<file path="src/rtl/keypad_entry_pkg.sv">
// Shared definitions for the keypad entry path: keycodes, the matrix
// position to keycode map, debounce FSM states and a BCD helper.
package keypad_entry_pkg;

   // Digits use their own value 0..9 as keycode; function keys sit above.
   localparam logic [3:0] KEY_BACK  = 4'd10;
   localparam logic [3:0] KEY_ENTER = 4'd11;
   localparam logic [3:0] KEY_CLEAR = 4'd12;
   localparam logic [3:0] KEY_NONE  = 4'd15;

   typedef enum logic [1:0] {
      WAIT_PRESS   = 2'd0,
      CONFIRM      = 2'd1,
      WAIT_RELEASE = 2'd2,
      CONFIRM_REL  = 2'd3
   } debState_t;

   // Matrix index 4*row+col to keycode. B, C and D map to KEY_NONE.
   function automatic logic [3:0] keyMap(input logic [3:0] idx);
      logic [3:0] code;
      case (idx)
         4'd0:    code = 4'd1;
         4'd1:    code = 4'd2;
         4'd2:    code = 4'd3;
         4'd3:    code = KEY_BACK;
         4'd4:    code = 4'd4;
         4'd5:    code = 4'd5;
         4'd6:    code = 4'd6;
         4'd8:    code = 4'd7;
         4'd9:    code = 4'd8;
         4'd10:   code = 4'd9;
         4'd12:   code = KEY_CLEAR;
         4'd13:   code = 4'd0;
         4'd14:   code = KEY_ENTER;
         default: code = KEY_NONE;
      endcase
      return code;
   endfunction

   function automatic logic isDigit(input logic [3:0] code);
      return (code <= 4'd9);
   endfunction

   // Three BCD digits to binary; 10 bits so 999 still fits for range checks.
   function automatic logic [9:0] bcdToBin(input logic [11:0] bcd);
      return 10'(bcd[11:8]) * 10'd100 + 10'(bcd[7:4]) * 10'd10 + 10'(bcd[3:0]);
   endfunction

endpackage

</file>
<file path="src/rtl/keypad_entry_debounce.sv">
// Classifies each completed 16-key scan map and debounces press/release
// with a 4-state FSM, producing one key event per physical press.
module key_debounce
   import keypad_entry_pkg::*;
#(
   parameter int DEBOUNCE = 4
) (
   input  logic        clock,
   input  logic        rst_n,
   input  logic        i_scanDone,
   input  logic [15:0] i_map,
   output logic        o_key_evt,
   output logic [3:0]  o_key_code
);

   localparam int CW = (DEBOUNCE < 2) ? 1 : $clog2(DEBOUNCE + 1);
   localparam logic [CW-1:0] DEB_LAST = CW'(DEBOUNCE - 1);
   localparam logic [CW-1:0] CNT_ONE  = CW'(1);
   localparam bit DEB_ONE = (DEBOUNCE == 1);

   debState_t     r_state;
   debState_t     w_nextState;
   logic [CW-1:0] r_cnt;
   logic [CW-1:0] w_cntNext;
   logic [3:0]    r_key;
   logic [3:0]    w_keyNext;
   logic          w_one;
   logic [3:0]    w_idx;

   // Classify the map: exactly one key down is ONE, anything else counts as NONE.
   always_comb begin
      w_one = (i_map != 16'd0) && ((i_map & (i_map - 16'd1)) == 16'd0);
      w_idx = 4'd0;
      for (int i = 0; i < 16; i++) begin
         if (i_map[i]) w_idx = 4'(i);
      end
   end

   // State, scan counter and latched key index.
   always_ff @(posedge clock or negedge rst_n) begin
      if (!rst_n) begin
         r_state <= WAIT_PRESS;
         r_cnt   <= '0;
         r_key   <= 4'd0;
      end else begin
         r_state <= w_nextState;
         r_cnt   <= w_cntNext;
         r_key   <= w_keyNext;
      end
   end

   // Next-state logic, evaluated only when a full scan has just completed.
   always_comb begin
      w_nextState = r_state;
      w_cntNext   = r_cnt;
      w_keyNext   = r_key;
      if (i_scanDone) begin
         case (r_state)
            WAIT_PRESS: begin
               if (w_one) begin
                  w_keyNext   = w_idx;
                  w_cntNext   = CNT_ONE;
                  w_nextState = DEB_ONE ? WAIT_RELEASE : CONFIRM;
               end
            end
            CONFIRM: begin
               if (w_one && (w_idx == r_key)) begin
                  if (r_cnt == DEB_LAST) begin
                     w_cntNext   = '0;
                     w_nextState = WAIT_RELEASE;
                  end else begin
                     w_cntNext = r_cnt + 1'b1;
                  end
               end else begin
                  w_cntNext   = '0;
                  w_nextState = WAIT_PRESS;
               end
            end
            WAIT_RELEASE: begin
               if (!w_one && (i_map == 16'd0 || !w_one)) begin
                  w_cntNext   = CNT_ONE;
                  w_nextState = DEB_ONE ? WAIT_PRESS : CONFIRM_REL;
               end
            end
            CONFIRM_REL: begin
               if (!w_one) begin
                  if (r_cnt == DEB_LAST) begin
                     w_cntNext   = '0;
                     w_nextState = WAIT_PRESS;
                  end else begin
                     w_cntNext = r_cnt + 1'b1;
                  end
               end else begin
                  w_cntNext   = '0;
                  w_nextState = WAIT_RELEASE;
               end
            end
            default: begin
               w_cntNext   = '0;
               w_nextState = WAIT_PRESS;
            end
         endcase
      end
   end

   // Event fires on the scan that completes the press debounce; B/C/D stay silent.
   always_comb begin
      o_key_code = keyMap(w_idx);
      o_key_evt  = 1'b0;
      if (i_scanDone && w_one && (o_key_code != KEY_NONE)) begin
         if (r_state == WAIT_PRESS && DEB_ONE) begin
            o_key_evt = 1'b1;
         end else if (r_state == CONFIRM && w_idx == r_key && r_cnt == DEB_LAST) begin
            o_key_evt = 1'b1;
         end
      end
   end

endmodule

</file>
<file path="src/rtl/keypad_entry.sv">
// Keypad entry top: column scanning, row synchronizer, debounce instance
// and the three-digit decimal entry / BCD-to-binary conversion.
module keypad_entry
   import keypad_entry_pkg::*;
#(
   parameter int SCAN_DIV = 50000,
   parameter int DEBOUNCE = 4
) (
   input  logic        clock,
   input  logic        rst_n,
   input  logic [3:0]  row,
   output logic [3:0]  col,
   output logic [8:0]  value,
   output logic        value_valid,
   output logic [11:0] entry,
   output logic [1:0]  ndigits,
   output logic        err
);

   localparam int DW = (SCAN_DIV < 2) ? 1 : $clog2(SCAN_DIV);
   localparam logic [DW-1:0] DIV_LAST = DW'(SCAN_DIV - 1);

   logic [3:0]    r_rowMeta;
   logic [3:0]    r_rowSync;
   logic [DW-1:0] r_divCnt;
   logic [1:0]    r_colIdx;
   logic [15:0]   r_map;
   logic [15:0]   w_mapNext;
   logic          w_tick;
   logic          w_scanDone;
   logic          w_keyEvt;
   logic [3:0]    w_keyCode;
   logic [9:0]    w_candidate;
   logic [8:0]    r_value;
   logic          r_valueValid;
   logic [11:0]   r_entry;
   logic [1:0]    r_ndigits;
   logic          r_err;

   assign w_tick      = (r_divCnt == DIV_LAST);
   assign w_scanDone  = w_tick && (r_colIdx == 2'd3);
   assign col         = ~(4'b0001 << r_colIdx);
   assign w_candidate = bcdToBin({r_entry[7:0], w_keyCode});

   assign value       = r_value;
   assign value_valid = r_valueValid;
   assign entry       = r_entry;
   assign ndigits     = r_ndigits;
   assign err         = r_err;

   // Two-flop synchronizer for the asynchronous row lines.
   always_ff @(posedge clock or negedge rst_n) begin
      if (!rst_n) begin
         r_rowMeta <= 4'hF;
         r_rowSync <= 4'hF;
      end else begin
         r_rowMeta <= row;
         r_rowSync <= r_rowMeta;
      end
   end

   // Merge the current column's rows into the map; bit {row,col} is 1 when pressed.
   always_comb begin
      w_mapNext = r_map;
      for (int r = 0; r < 4; r++) begin
         w_mapNext[{2'(r), r_colIdx}] = ~r_rowSync[r];
      end
   end

   // Scan divider, column pointer and press map, all advancing on the tick.
   always_ff @(posedge clock or negedge rst_n) begin
      if (!rst_n) begin
         r_divCnt <= '0;
         r_colIdx <= 2'd0;
         r_map    <= 16'd0;
      end else if (w_tick) begin
         r_divCnt <= '0;
         r_colIdx <= r_colIdx + 2'd1;
         r_map    <= w_mapNext;
      end else begin
         r_divCnt <= r_divCnt + 1'b1;
      end
   end

   key_debounce #(
      .DEBOUNCE(DEBOUNCE)
   ) u_debounce (
      .clock      (clock),
      .rst_n      (rst_n),
      .i_scanDone (w_scanDone),
      .i_map      (w_mapNext),
      .o_key_evt  (w_keyEvt),
      .o_key_code (w_keyCode)
   );

   // Entry editing and Enter conversion; strobes are one cycle and mutually exclusive.
   always_ff @(posedge clock or negedge rst_n) begin
      if (!rst_n) begin
         r_value      <= 9'd0;
         r_valueValid <= 1'b0;
         r_entry      <= 12'd0;
         r_ndigits    <= 2'd0;
         r_err        <= 1'b0;
      end else begin
         r_valueValid <= 1'b0;
         r_err        <= 1'b0;
         if (w_keyEvt) begin
            if (isDigit(w_keyCode)) begin
               if (r_ndigits == 2'd3) begin
                  r_err <= 1'b1;
               end else if (w_candidate > 10'd511) begin
                  r_err <= 1'b1;
               end else begin
                  r_entry   <= {r_entry[7:0], w_keyCode};
                  r_ndigits <= r_ndigits + 2'd1;
               end
            end else begin
               case (w_keyCode)
                  KEY_BACK: begin
                     if (r_ndigits == 2'd0) begin
                        r_err <= 1'b1;
                     end else begin
                        r_entry   <= {4'h0, r_entry[11:4]};
                        r_ndigits <= r_ndigits - 2'd1;
                     end
                  end
                  KEY_CLEAR: begin
                     r_entry   <= 12'd0;
                     r_ndigits <= 2'd0;
                  end
                  KEY_ENTER: begin
                     if (r_ndigits == 2'd0) begin
                        r_err <= 1'b1;
                     end else begin
                        r_value      <= 9'(bcdToBin(r_entry));
                        r_valueValid <= 1'b1;
                        r_entry      <= 12'd0;
                        r_ndigits    <= 2'd0;
                     end
                  end
                  default: begin
                  end
               endcase
            end
         end
      end
   end

endmodule
</file>
<file path="config.mk">
export PLATFORM = sky130hd
export DESIGN_NAME = keypad_entry
export DESIGN_NICKNAME = d
export VERILOG_FILES = /design/src/rtl/keypad_entry_pkg.sv /design/src/rtl/keypad_entry_debounce.sv /design/src/rtl/keypad_entry.sv
export SDC_FILE = /design/constraint.sdc
export NUM_CORES = 1
export LEC_CHECK = 0
export CORE_MARGIN = 2
export CORE_UTILIZATION = 40
export CTS_CLUSTER_SIZE = 30
export DETAILED_ROUTE_END_ITERATION = 16
export SYNTH_ARGS = -nofsm -noshare
export SYNTH_HDL_FRONTEND = slang
export SYNTH_SLANG_ARGS = --single-unit
</file>
<file path="constraint.sdc">
create_clock -name clock -period 7.8 [get_ports clock]
set_clock_uncertainty 0.2 [all_clocks]
set_input_delay 0.78 -clock clock [delete_from_list [all_inputs] [get_ports clock]]
set_output_delay 0.78 -clock clock [all_outputs]
set_load 0.005 [all_outputs]
</file>
==> results.json <==
{
  "ys.flop_type": "dfrtp_1",
  "max-slew-margin-rel": 0.360,
  "htree_levels": 3,
  "period_share": 0.832,
  "rsz0062_at_grt": "false",
  "initial_core_util": 0.406,
  "synth_top_family_by_area": "simple AND/OR/NAND/NOR gates",
  "critPathCapture": "entry[3]$_DFFE_PN0P_",
  "p_leak_nw": 3.04,
  "detailed_place_hpwl_mm": 8.88,
  "grt_max_degree": 77,
  "regArea_um2": 1910,
  "path_class": "reg2reg",
  "r2r_cells": 23,
  "ir_drop_v": 0.0000843,
  "yosysUniqueCellTypes": 78,
  "layout-drive-gt1-share": 0.120,
  "met1_length_mm": 5.96,
  "cts_made_buffers": 9,
  "max_freq_ghz": 0.154,
  "track_usage": 0.171,
  "synth.largest_area_cell": "dfrtp_1",
  "die_height_um": 122,
  "synthMuxAreaShare": 0.0792,
  "cts-resized-gates": 0,
  "gp_congestion": 0.883,
  "end_kind": "register",
  "synthAdderAreaFrac": 0.151,
  "antenna_found_initial": 0,
  "synth-seq-cells": 76,
  "fin_setup_tns_ns": 0,
  "antennaDiodeCount": 0,
  "drv_slew": 0,
  "reg2reg_slack_ns": 1.31,
  "startpoint": "r_colIdx[0]$_DFFE_PN0N_",
  "setup_ws_ns": 1.31,
  "synth_fp_nets": 623,
  "routed_wl_mm": 11.9,
  "ctsHoldBuffers": 0,
  "drc": 0,
  "yosys_warnings": 0,
  "fp.coreArea_um2": 13700,
  "nNetsFinal": 653,
  "syn_avg_cell_area_um2": 10.0,
  "synth-edff-count": 0,
  "min_path_type": "reg2reg",
  "r2r_end": "entry[3]$_DFFE_PN0P_",
  "critPathArrivalTime_ns": 6.52,
  "yosysSeqAreaShare": 0.343,
  "power.density_nw_per_um2": 136,
  "dr.max_layer_used": "met4",
  "wl_met3_um": 225,
  "clockRootBuffer": "clkbuf_16",
  "area_growth_pct": 13.6,
  "synth_area_leaders": "dfrtp_1, ha_1, dfstp_2",
  "grt_pass1_vias": 4070,
  "synth_simple_gate_area_frac": 0.165,
  "n_fill_cell": 1290,
  "dr_wl_met2_mm": 5.54,
  "clockBufferDepth": 2,
  "hold_violations": 0,
  "cp-start-kind": "register",
  "multi_input_area_um2": 3370,
  "wl_per_cell_um": 15.5,
  "clk_latency_ns": 0.34,
  "syn_inst": 555,
  "layout_commonest_cell": "dfrtp_1",
  "path_clk_slew_ns": 0.06,
  "maxCapViolCount": 0,
  "finalPower_mw": 0.860,
  "ant_nets": 0,
  "fp.dieW_um": 122,
  "cp.required_ns": 7.82,
  "grt_pass1_wl_mm": 20.1,
  "grt.overflow.total": 0,
  "cts_tree": "yes",
  "timing_worst_slew_pin_value_ns": 0.953,
  "portBuffers": 34,
  "reg2reg_from": "r_colIdx[0]$_DFFE_PN0N_",
  "cts.sinks": 76,
  "status": "finished clean",
  "synth_compound_area_frac": 0.162,
  "final_cell_mix": "dfrtp_1, ha_1, inv_1",
  "drtPass1Iterations": 4,
  "dp_slack_ns": 1.38,
  "dieArea_um2": 14900,
  "num_vias": 4119,
  "syn_area_um2": 5570,
  "post-cts-setup-buffers": 0,
  "worst-path-max-fanout": 18,
  "drt_iter0_markers": 151,
  "rows": 43,
  "ioPinCount": 35,
  "synthXorXnorAreaFrac": 0.0487,
  "via_per_inst": 5.35,
  "ys_async_sr_fraction": 1.00,
  "yosys.area.top_type_share": 0.305,
  "fin_crit_ns": 6.49,
  "setup_violations": 0
}
[synth_stat cells (3+ instances only)]
cell	instances
dfrtp_1	68
ha_1	53
inv_1	46
nor2_1	40
nand2_1	35
a21oi_1	27
o21ai_0	27
mux2i_1	18
xnor2_1	18
xor2_1	13
mux2_4	12
nand2b_1	12
nor3_1	12
nand3_1	11
fa_1	9
dfstp_2	8
nor2b_1	8
and3_1	7
a22oi_1	6
o21ai_1	6
a22o_1	5
buf_2	5
clkbuf_1	5
a21o_1	4
buf_6	4
inv_2	4
nor4_1	4
o211a_1	4
o221ai_2	4
mux2_1	3
mux2_2	3
nand4_1	3
nor4_4	3
o2111a_1	3
o21a_1	3
o22ai_1	3
[through the flow]
step                      utilization  cell area [um^2]  cells  hold WS (ns)
final                           0.462              6330    770         0.154
after CTS                       0.462              6330    770         0.157
after global routing            0.462              6330    770         0.163
after global placement          0.441              6040    754         0.146
after detailed placement        0.441              6040    754         0.148
after floorplan                     -              5570    555         0.145
[report_power, final]
part	internal, mW	total [mW]	switching, mW
registers	0.398	0.402	0.00389
logic	0.0149	0.0440	0.0291
clock network	0.256	0.414	0.158
[flip-flops by register name, summed over array words and instances, names as in the netlist, 3 cells and up]
name,count
r_divCnt,16
r_rowMeta,4
entry,12
r_rowSync,4
u_debounce.r_cnt,3
u_debounce.r_key,4
r_map,16
value,9
[critical path, cell delays in order, from the launching register on]
cell and delay (ns):
dfrtp_1 0.39, inv_1 0.12, ha_1 0.58, or2b_1 0.28
a21boi_0 0.37, o21ai_0 0.21, a22oi_1 0.28, nand2_1 0.17
ha_1 0.23, o21ai_0 0.07, o21ai_1 0.10, mux2i_2 0.40
inv_2 0.13, fa_1 0.53, inv_1 0.04, ha_1 0.28
a211oi_1 0.18, o21ai_0 0.11, a31oi_1 0.20, xnor2_1 0.10
o22ai_1 0.14, o21ai_1 0.11, or3_1 0.70, mux2_1 0.44
[per-layer routing]
metal	track usage	vias to the layer above
met5	0	-
met4	0.0682	0
met3	0.0229	13
met2	0.263	47
met1	0.244	2030
li1	-	2029
[final cells by class]
type                            count  share of cell area
Tap cell                          180              0.0356
Multi-Input combinational cell    413               0.533
Clock buffer                       13              0.0395
Sequential cell                    76               0.302
Clock inverter                      3             0.00632
Timing Repair Buffer               35              0.0545
Inverter                           50              0.0296
[cells by family (layout without fill, tap and decap cells)]
family          count (synthesis)  after routing
mux                            37             37
xor+xnor                       31             31
buf+inv                        66            101
simple gates                  162            162
flops                          76             76
compound gates                121            121
fa+ha+maj                      62             62
[how the worst min path moves through the flow]
stage	startpoint	to	slack (ns)	cells past startpoint
2_1_floorplan	r_rowMeta[0]$_DFF_PN1_	r_rowSync[0]$_DFF_PN1_	0.15	0
3_3_place_gp	r_rowMeta[0]$_DFF_PN1_	r_rowSync[0]$_DFF_PN1_	0.15	0
3_5_place_dp	r_rowMeta[0]$_DFF_PN1_	r_rowSync[0]$_DFF_PN1_	0.15	0
4_1_cts	r_rowMeta[1]$_DFF_PN1_	r_rowSync[1]$_DFF_PN1_	0.16	0
5_1_grt	r_rowMeta[1]$_DFF_PN1_	r_rowSync[1]$_DFF_PN1_	0.16	0
6_report	r_rowMeta[0]$_DFF_PN1_	r_rowSync[0]$_DFF_PN1_	0.15	0
(Power assumes the default switching activity.)
